==> src/rtl/mcu_pkg.sv <==
// mcu_pkg: shared definitions for the MCU SPI link slice.
//   - Target index constants for the downstream command targets.
//   - Link state enumeration.
//   - sel_width(): width of a target index for a given target count.
package mcu_pkg;

  localparam int unsigned TGT_SYS = 0;
  localparam int unsigned TGT_HID = 1;
  localparam int unsigned TGT_OSD = 2;
  localparam int unsigned TGT_SDC = 3;

  typedef enum logic [1:0] {
    IDLE    = 2'd0,
    SELECT  = 2'd1,
    PAYLOAD = 2'd2
  } state_e;

  // Never zero, so a single-target build still has a 1-bit index.
  function automatic int unsigned sel_width(int unsigned num_targets);
    return (num_targets > 1) ? $clog2(num_targets) : 1;
  endfunction

endpackage

==> src/rtl/sync_edge.sv <==
// sync_edge: multi-stage synchroniser with rise/fall pulse outputs.
// Ports:
//   clk    in   system clock
//   reset  in   asynchronous, active-high
//   d      in   asynchronous input
//   q      out  synchronised level
//   rise   out  single-clk pulse on a synchronised 0->1 transition
//   fall   out  single-clk pulse on a synchronised 1->0 transition
module sync_edge #(
  parameter int unsigned SYNC_STAGES = 2,
  parameter bit          RESET_VAL   = 1'b0
) (
  input  logic clk,
  input  logic reset,
  input  logic d,
  output logic q,
  output logic rise,
  output logic fall
);

  logic [SYNC_STAGES-1:0] sync_q;
  logic                   prev_q;

  always_ff @(posedge clk or posedge reset) begin
    if (reset) begin
      sync_q <= {SYNC_STAGES{RESET_VAL}};
      prev_q <= RESET_VAL;
    end else begin
      // Truncating the concatenation drops the oldest stage.
      sync_q <= SYNC_STAGES'({sync_q, d});
      prev_q <= q;
    end
  end

  assign q    = sync_q[SYNC_STAGES-1];
  assign rise = q & ~prev_q;
  assign fall = ~q & prev_q;

endmodule

==> src/rtl/mcu_spi_link.sv <==
// mcu_spi_link: SPI mode-0 slave routing MCU frames to one of NUM_TARGETS command targets.
// A frame is a target-select byte followed by payload bytes. Each payload byte is
// handed to the selected target with a one-clk strobe; the selected target's reply
// byte is shifted back to the MCU one byte behind.
// Ports:
//   clk         in   system clock, at least 8x the SCK frequency
//   reset       in   asynchronous, active-high
//   spi_ss      in   chip select, active low
//   spi_sck     in   SPI clock (CPOL=0, CPHA=0)
//   spi_mosi    in   MCU -> FPGA data, MSB first
//   spi_miso    out  FPGA -> MCU data, MSB first
//   tgt_strobe  out  one-hot single-clk pulse, tgt_data valid for that target
//   tgt_start   out  with tgt_strobe: first payload byte of the frame
//   tgt_data    out  received payload byte
//   tgt_din     in   registered reply bytes, target i at [8i+7:8i]
module mcu_spi_link
  import mcu_pkg::*;
#(
  parameter int unsigned NUM_TARGETS = 4,
  parameter int unsigned SYNC_STAGES = 2
) (
  input  logic                     clk,
  input  logic                     reset,
  input  logic                     spi_ss,
  input  logic                     spi_sck,
  input  logic                     spi_mosi,
  output logic                     spi_miso,
  output logic [NUM_TARGETS-1:0]   tgt_strobe,
  output logic                     tgt_start,
  output logic [7:0]               tgt_data,
  input  logic [8*NUM_TARGETS-1:0] tgt_din
);

  localparam int unsigned SEL_W = sel_width(NUM_TARGETS);

  // Synchronisers
  logic ss_s, ss_rise, ss_fall;
  logic sck_s, sck_rise, sck_fall;
  logic mosi_s;
  logic unused_sck_level;

  // ss idles high, so reset it high to avoid a spurious frame start.
  sync_edge #(
    .SYNC_STAGES(SYNC_STAGES),
    .RESET_VAL  (1'b1)
  ) u_sync_ss (
    .clk  (clk),
    .reset(reset),
    .d    (spi_ss),
    .q    (ss_s),
    .rise (ss_rise),
    .fall (ss_fall)
  );

  sync_edge #(
    .SYNC_STAGES(SYNC_STAGES),
    .RESET_VAL  (1'b0)
  ) u_sync_sck (
    .clk  (clk),
    .reset(reset),
    .d    (spi_sck),
    .q    (sck_s),
    .rise (sck_rise),
    .fall (sck_fall)
  );

  assign unused_sck_level = sck_s;

  logic [SYNC_STAGES-1:0] mosi_sync_q;

  always_ff @(posedge clk or posedge reset) begin
    if (reset) begin
      mosi_sync_q <= '0;
    end else begin
      mosi_sync_q <= SYNC_STAGES'({mosi_sync_q, spi_mosi});
    end
  end

  assign mosi_s = mosi_sync_q[SYNC_STAGES-1];

  // State
  state_e                 state_q, state_d;
  logic [2:0]             bit_cnt_q, bit_cnt_d;
  logic [7:0]             rx_shift_q, rx_shift_d;
  logic [7:0]             tx_shift_q, tx_shift_d;
  logic [SEL_W-1:0]       sel_q, sel_d;
  logic                   sel_valid_q, sel_valid_d;
  logic                   first_q, first_d;
  logic [NUM_TARGETS-1:0] strobe_q, strobe_d;
  logic                   start_q, start_d;
  logic [7:0]             data_q, data_d;

  // An sck edge coinciding with the ss rising edge still belongs to the frame,
  // so a byte completing in that cycle is delivered.
  logic       ss_low;
  logic       bit_en;
  logic       shift_en;
  logic       byte_done;
  logic [7:0] rx_byte;

  assign ss_low    = ~ss_s | ss_rise;
  assign bit_en    = sck_rise & ss_low;
  assign shift_en  = sck_fall & ss_low;
  assign rx_byte   = {rx_shift_q[6:0], mosi_s};
  assign byte_done = bit_en & (bit_cnt_q == 3'd7);

  always_comb begin
    state_d     = state_q;
    bit_cnt_d   = bit_cnt_q;
    rx_shift_d  = rx_shift_q;
    tx_shift_d  = tx_shift_q;
    sel_d       = sel_q;
    sel_valid_d = sel_valid_q;
    first_d     = first_q;
    strobe_d    = '0;
    start_d     = 1'b0;
    data_d      = data_q;

    if (bit_en) begin
      rx_shift_d = rx_byte;
      bit_cnt_d  = bit_cnt_q + 3'd1;
    end

    if (byte_done && state_q == SELECT) begin
      sel_d       = rx_byte[SEL_W-1:0];
      sel_valid_d = 32'(rx_byte) < NUM_TARGETS;
      first_d     = 1'b1;
      state_d     = PAYLOAD;
    end

    // Bytes for an out-of-range target are dropped silently.
    if (byte_done && state_q == PAYLOAD && sel_valid_q) begin
      data_d          = rx_byte;
      strobe_d[sel_q] = 1'b1;
      start_d         = first_q;
      first_d         = 1'b0;
    end

    // Reload on the falling edge after a byte boundary: the reply reflects the
    // target's response to the previous byte.
    if (shift_en) begin
      if (bit_cnt_q == 3'd0) begin
        tx_shift_d = sel_valid_q ? tgt_din[{sel_q, 3'b000} +: 8] : 8'h00;
      end else begin
        tx_shift_d = {tx_shift_q[6:0], 1'b0};
      end
    end

    if (ss_fall) begin
      state_d     = SELECT;
      bit_cnt_d   = '0;
      tx_shift_d  = 8'h00;
      sel_valid_d = 1'b0;
      first_d     = 1'b0;
    end

    if (ss_rise) begin
      state_d     = IDLE;
      bit_cnt_d   = '0;
      sel_valid_d = 1'b0;
    end
  end

  always_ff @(posedge clk or posedge reset) begin
    if (reset) begin
      state_q     <= IDLE;
      bit_cnt_q   <= '0;
      rx_shift_q  <= '0;
      tx_shift_q  <= '0;
      sel_q       <= '0;
      sel_valid_q <= 1'b0;
      first_q     <= 1'b0;
      strobe_q    <= '0;
      start_q     <= 1'b0;
      data_q      <= '0;
    end else begin
      state_q     <= state_d;
      bit_cnt_q   <= bit_cnt_d;
      rx_shift_q  <= rx_shift_d;
      tx_shift_q  <= tx_shift_d;
      sel_q       <= sel_d;
      sel_valid_q <= sel_valid_d;
      first_q     <= first_d;
      strobe_q    <= strobe_d;
      start_q     <= start_d;
      data_q      <= data_d;
    end
  end

  assign tgt_strobe = strobe_q;
  assign tgt_start  = start_q;
  assign tgt_data   = data_q;
  assign spi_miso   = tx_shift_q[7] & ~ss_s;

endmodule

==> config.mk <==
export PLATFORM = sky130hd
export DESIGN_NAME = mcu_spi_link
export DESIGN_NICKNAME = d
export VERILOG_FILES = /design/src/rtl/mcu_pkg.sv /design/src/rtl/sync_edge.sv /design/src/rtl/mcu_spi_link.sv
export SDC_FILE = /design/constraint.sdc
export NUM_CORES = 1
export LEC_CHECK = 0
export ABC_AREA = 1
export BUFFER_PORTS_ARGS = -buffer_cell sky130_fd_sc_hd__buf_2
export CORE_MARGIN = 2
export CORE_UTILIZATION = 30
export DETAILED_ROUTE_END_ITERATION = 7
export PLACE_DENSITY = 0.52
export SKIP_CTS_REPAIR_TIMING = 1
export SYNTH_ARGS = -nofsm -noshare
export SYNTH_HDL_FRONTEND = slang
export SYNTH_SLANG_ARGS = --single-unit
==> constraint.sdc <==
create_clock -name clk -period 3.01 [get_ports clk]
set_clock_uncertainty 0.15 [all_clocks]
set_input_delay 0.301 -clock clk [delete_from_list [all_inputs] [get_ports clk]]
set_output_delay 0.301 -clock clk [all_outputs]
set_load 0.1 [all_outputs]
=== Word-level counts from Yosys, hierarchy flattened ===
Index checks and enable logic that the tools add are counted.

* Logic and storage cells: 65
* Bits in registers: 45
* Input port bits: 37
* Output and inout bits: 14

* Equal/unequal tests: 3
* Bitwise gates (word level): 13
* Reduce and logical (&&, ||, !) cells: 9
* Magnitude comparators: 3
* Multiplexer cells: 20
* Shift operators: 1
* Add/sub/neg operators: 1

{| class="wikitable"
|+ Operator list
! operator !! count
|-
| 8-bit 2-to-1 mux || 4
|-
| 32-bit by 6-bit variable part select with 8-bit output || 1
|-
| 3-bit 2-to-1 mux || 3
|-
| 3-bit nonzero test || 3
|-
| 1-bit bitwise AND || 8
|-
| 8-bit by 3-bit less-than comparator with 1-bit output, second input constant || 1
|-
| 1-bit 2-to-1 mux || 8
|-
| 2-bit 2-to-1 mux || 3
|-
| 1-bit logical AND || 4
|-
| 4-bit 2-to-1 mux || 1
|-
| 1-bit inverter || 4
|-
| 3-bit by 1-bit adder with 3-bit output, second input constant || 1
|-
| 3-bit equality test, second input constant || 1
|-
| 3-bit logical NOT || 1
|-
| 2-bit by 3-bit less-than comparator with 1-bit output, second input constant || 1
|-
| 1-bit demux with 2-bit select || 1
|-
| 2-bit by 1-bit equality test with 1-bit output, second input constant || 1
|-
| 2-bit equality test, second input constant || 1
|-
| 2-bit by 1-bit >= comparator with 1-bit output, second input constant || 1
|-
| 2-bit nonzero test || 1
|-
| 1-bit OR || 1
|}

=== Depth between registers and ports, before layout ===
* Word-level depth: 9
* Mapped depth: 9
* Gate-level depth less buffers: 9

=== Modules after synthesis ===
From an unflattened synthesis, not the netlist that was laid out.

* Cells, all modules: 260
* Area total of the unflattened synthesis: 2,084.5 µm²

{| class="wikitable"
|+ By module, submodules not included
! module !! cells an instance !! instances !! seq. area each (µm²) !! area each (µm²)
|-
| mcu_spi_link || 244 || 1 || 975.9 || 1,893.1
|-
| sync_edge (u_sync_ss) || 8 || 1 || 78.8 || 97.6
|-
| sync_edge (u_sync_sck) || 8 || 1 || 75.1 || 93.8
|}

=== Worst setup path before layout ===
OpenSTA, ideal clock, no wires.

* Kind: register to output
* From: register u_sync_ss.sync_q[1]
* To: output port spi_miso
* Slack: 0.902 ns
* Cell stages (with the launch flop): 2
* Data required time: 2.559 ns
* Path buffers: 0
* Data arrival time: 1.657 ns
* Cells stage by stage: dfstp_2 > nor2_1

* Longest elaborated chain between the ends: 2

{| class="wikitable"
|+ RTL lines
! element !! RTL line !! source
|-
| start: declaration || sync_edge.sv:21 || <nowiki>logic [SYNC_STAGES-1:0] sync_q;</nowiki>
|-
| start signal: assignment || sync_edge.sv:26 || <nowiki>sync_q <= {SYNC_STAGES{RESET_VAL}};</nowiki>
|-
| start signal: assignment || sync_edge.sv:30 || <nowiki>sync_q <= SYNC_STAGES'({sync_q, d});</nowiki>
|-
| 1-bit inverter || mcu_spi_link.sv:193 || <nowiki>assign spi_miso = tx_shift_q[7] & ~ss_s;</nowiki>
|-
| 1-bit bitwise AND || mcu_spi_link.sv:193 ||
|-
| end: declaration || mcu_spi_link.sv:27 || <nowiki>output logic spi_miso,</nowiki>
|}

No other way between the ends.

=== Worst setup path after layout ===
* From: register u_sync_ss.sync_q[1]
* To: register first_q

* Longest elaborated chain between the ends: 8
* Elaborated cells on any way between the ends: 12
* Those cells by class: mux (2); bitwise (6); reduce/logical (4)

{| class="wikitable"
|+ RTL lines
! element !! RTL line !! source
|-
| 1-bit bitwise AND / 1-bit inverter (equally long branches) || sync_edge.sv:36, sync_edge.sv:37, mcu_spi_link.sv:101 ||
|-
| 1-bit OR || mcu_spi_link.sv:101 || <nowiki>assign ss_low = ~ss_s | ss_rise;</nowiki>
|-
| 1-bit bitwise AND || mcu_spi_link.sv:102 || <nowiki>assign bit_en = sck_rise & ss_low;</nowiki>
|-
| 1-bit bitwise AND || mcu_spi_link.sv:105 || <nowiki>assign byte_done = bit_en & (bit_cnt_q == 3'd7);</nowiki>
|-
| 1-bit logical AND (2 in series) || mcu_spi_link.sv:132 || <nowiki>if (byte_done && state_q == PAYLOAD && sel_valid_q) begin</nowiki>
|-
| 1-bit 2-to-1 mux || mcu_spi_link.sv:132 ||
|-
| 1-bit 2-to-1 mux || mcu_spi_link.sv:149 || <nowiki>if (ss_fall) begin</nowiki>
|-
| end signal: assignment || mcu_spi_link.sv:183 || <nowiki>first_q <= first_d;</nowiki>
|-
| end: declaration || mcu_spi_link.sv:88 || <nowiki>logic first_q, first_d;</nowiki>
|}

Parallel ways exist; a longest one is shown, timed or not.
A chain may end at the register's enable or synchronous reset.

==> run metrics <==
effective utilization at floorplan 0.3094; register bit count reported by yosys 45; worst path required time 3090 ps; Max transition margin 0.5558; row count 31; most used standard cells in the synthesized netlist nand2_1, dfrtp_1, inv_1; number of vias per cell after detailed routing 4.114; share of the yosys chip area belonging to registers 0.5062; antenna violations before repair 0; mean instance size in the synthesized netlist 8.685 um2; WS Path Type flip-flop to flip-flop; total wire length after detailed routing 4248 um; number of enable flip-flop cells after synthesis 0; unrepaired setup endpoints after global routing false; syn nets 300; Inserted Diodes 0; count of filler cells inserted in the layout 799; top-level I/O count 51; total area of multi-input combinational cells 925.9 um2; sum of net half-perimeters after detailed placement 3245 um; number of distinct library cell variants in the gate-level netlist after synthesis 27; final worst path period share 0.5770; power density normalized to cell area 497.5 nW/um2; Max Transition Viols Final 0; deepest clock path buffer count 2; share of async-settable or async-resettable flops after synthesis 1.000; routability cong. 0.7574; Least-Margin Pin Slew 662.2 ps; cell types with the largest area share after synthesis dfrtp_1, nand2_1, inv_1; number of buffers created by CTS 5; proportion of netlist area held by the largest area contributor 0.4709; maximum VDD drop 0.0002230 V; Reg area 1130 um2; Register-to-Register Path Depth 6; post-route DRC violation count 0; Setup TNS 0 ps; number of warnings printed during yosys synthesis 0; die outline area 8147 um2; final global-route overflow total 0; clock insertion delay at the later pin of the skew report 300 ps; root buffer cell clkbuf_8; Static Leakage 0.001426 uW; maximum number of pins on one net before global-route repair 28; run status finished, final reports clean; startpoint class of the critical path flip-flop; area overhead of the layout relative to synthesis 20.68%; count of H-tree levels built during CTS 2; number of global-route vias before repair 1,740; CTS Sinks 45; violation count after the first detailed-routing iteration 58; share of cells above drive strength 1 0.3057; DR pass1 iterations 4; worst hold path cell count 5; clock transition at the register clock pins on the worst setup and hold paths after CTS 80 ps; Crit Path Max Fanout 22; ANT nets after route 0; Hold Fails Final Rpt 0; CTS tree yes; Synth area leader dfrtp_1; # port buffers 50; top flip-flop cell by instance count after synthesis dfrtp_1; library cell with the highest instance count after synthesis nand2_1; core region area 7214 um2; final non-filler cell area 2694 um2; combined area of all synthesized cells 2232 um2; Setup Viol. Count Final 0; post-layout net count 357; Via Count 1,699; WL/cell 10.29 um; total global routing track utilization 0.1141; FMAX 575.7 MHz; max-cap viol count 0; area post-placement 2572 um2; cell count after synthesis 257; width of the die 90.26 um; final period demand of the worst path 1737 ps; first-pass GRT wire length 7521 um; Tightest Hold Check Type input pin to flip-flop; element type at the critical path end flip-flop; arrival time worst endpoint 1820 ps; height of the die 90.26 um
cells by family (layout without fill, tap and decap cells):
kind of cell,Yosys count,in the layout,share of synthesized area
AND/OR/NAND/NOR,135,135,0.2876
flip-flops,45,45,0.5062
buffers and inverters,41,98,0.07903
AO/OA/AOI/OAI,30,30,0.09361
adder cells (fa/ha/maj),6,6,0.03363
critical path: stages (launching register included):
cell      delay, ps
dfstp_2         600
ha_1            160
nand3b_4        210
nor2_4           70
nand2_4         270
nand2_1          80
a21oi_1         110
layer usage:
metal | GRT usage | vias up | wire length (um)
met3 | 0.02671 | 5 | 201
met2 | 0.1967 | 42 | 1976
met5 | 0 | - | 0
met1 | 0.1341 | 739 | 1984
met4 | 0.05385 | 0 | 86
li1 | - | 913 | -
layout by cell type (no fill, tap or decap):
master and n:
nand3b_1 2, nand2_2 8, nand3b_4 1, o21ai_1 3
o21ai_2 8, nor2_4 2, clkinv_4 1, nor2_2 4
o21ai_0 10, a21oi_1 1, buf_4 1, ha_1 6
nor2_1 9, nand3_4 1, nand2_4 1, nor3_2 4
nand2_1 90, dfstp_2 3, clkbuf_1 1, buf_2 50
dfrtp_1 42, inv_1 29, clkbuf_8 5, o21ai_4 1
clkinv_1 1, nand4_1 3, inv_2 6, dlygate4sd3_1 4
nand3_1 10, a22oi_1 6, a21boi_1 1
registers in the layout (all words and copies together) (netlist names), 2 cells and up:
register	cells
u_sync_sck.sync_q	2
state_q	2
sel_q	2
rx_shift_q	7
tgt_strobe	4
tx_shift_q	8
u_sync_ss.sync_q	2
mosi_sync_q	2
tgt_data	8
bit_cnt_q	3
area by class of cell:
cell class,count,share of cell area
Clock buffer,6,0.02694
Inverter,36,0.05016
Timing Repair Buffer,55,0.1105
Multi-Input combinational cell,171,0.3437
Clock inverter,1,0.003251
Sequential cell,45,0.4194
Tap cell,99,0.04598
stage by stage:
stage,instances,utilization,power [uW],hold slack (ps),worst slack [ps]
floorplan,257,-,912.6,155.5,902.0
global placement,402,0.3566,988.4,182.6,1277
detailed placement,402,0.3566,991.7,186.5,1256
CTS,409,0.3678,1358,-135.9,1236
global route,413,0.3734,1439,178.3,1121
finish,413,0.3734,1340,150.0,1273
final timing paths:
| kind | start | to | slack, ps |
|---|---|---|---|
| worst max-delay path | u_sync_ss.sync_q[1]$_DFF_PP1_ | first_q$_DFFE_PP0P_ | 1270 |
| worst min-delay path | tgt_din[17] | tx_shift_q[1]$_DFFE_PP0P_ | 150 |
| worst max register to register | u_sync_ss.sync_q[1]$_DFF_PP1_ | first_q$_DFFE_PP0P_ | 1270 |
| worst min register to register | mosi_sync_q[0]$_DFF_PP0_ | mosi_sync_q[1]$_DFF_PP0_ | 200 |
| max in group asynchronous | reset | bit_cnt_q[2]$_DFFE_PP0P_ | 1580 |
| min in group asynchronous | reset | tgt_strobe[3]$_DFF_PP0_ | 400 |
report_power, final:
group	switching, uW	internal [uW]
logic	167	95.9
registers	39.9	674
clock network	202	161
No activity file was read; power rests on OpenSTA's default activity.
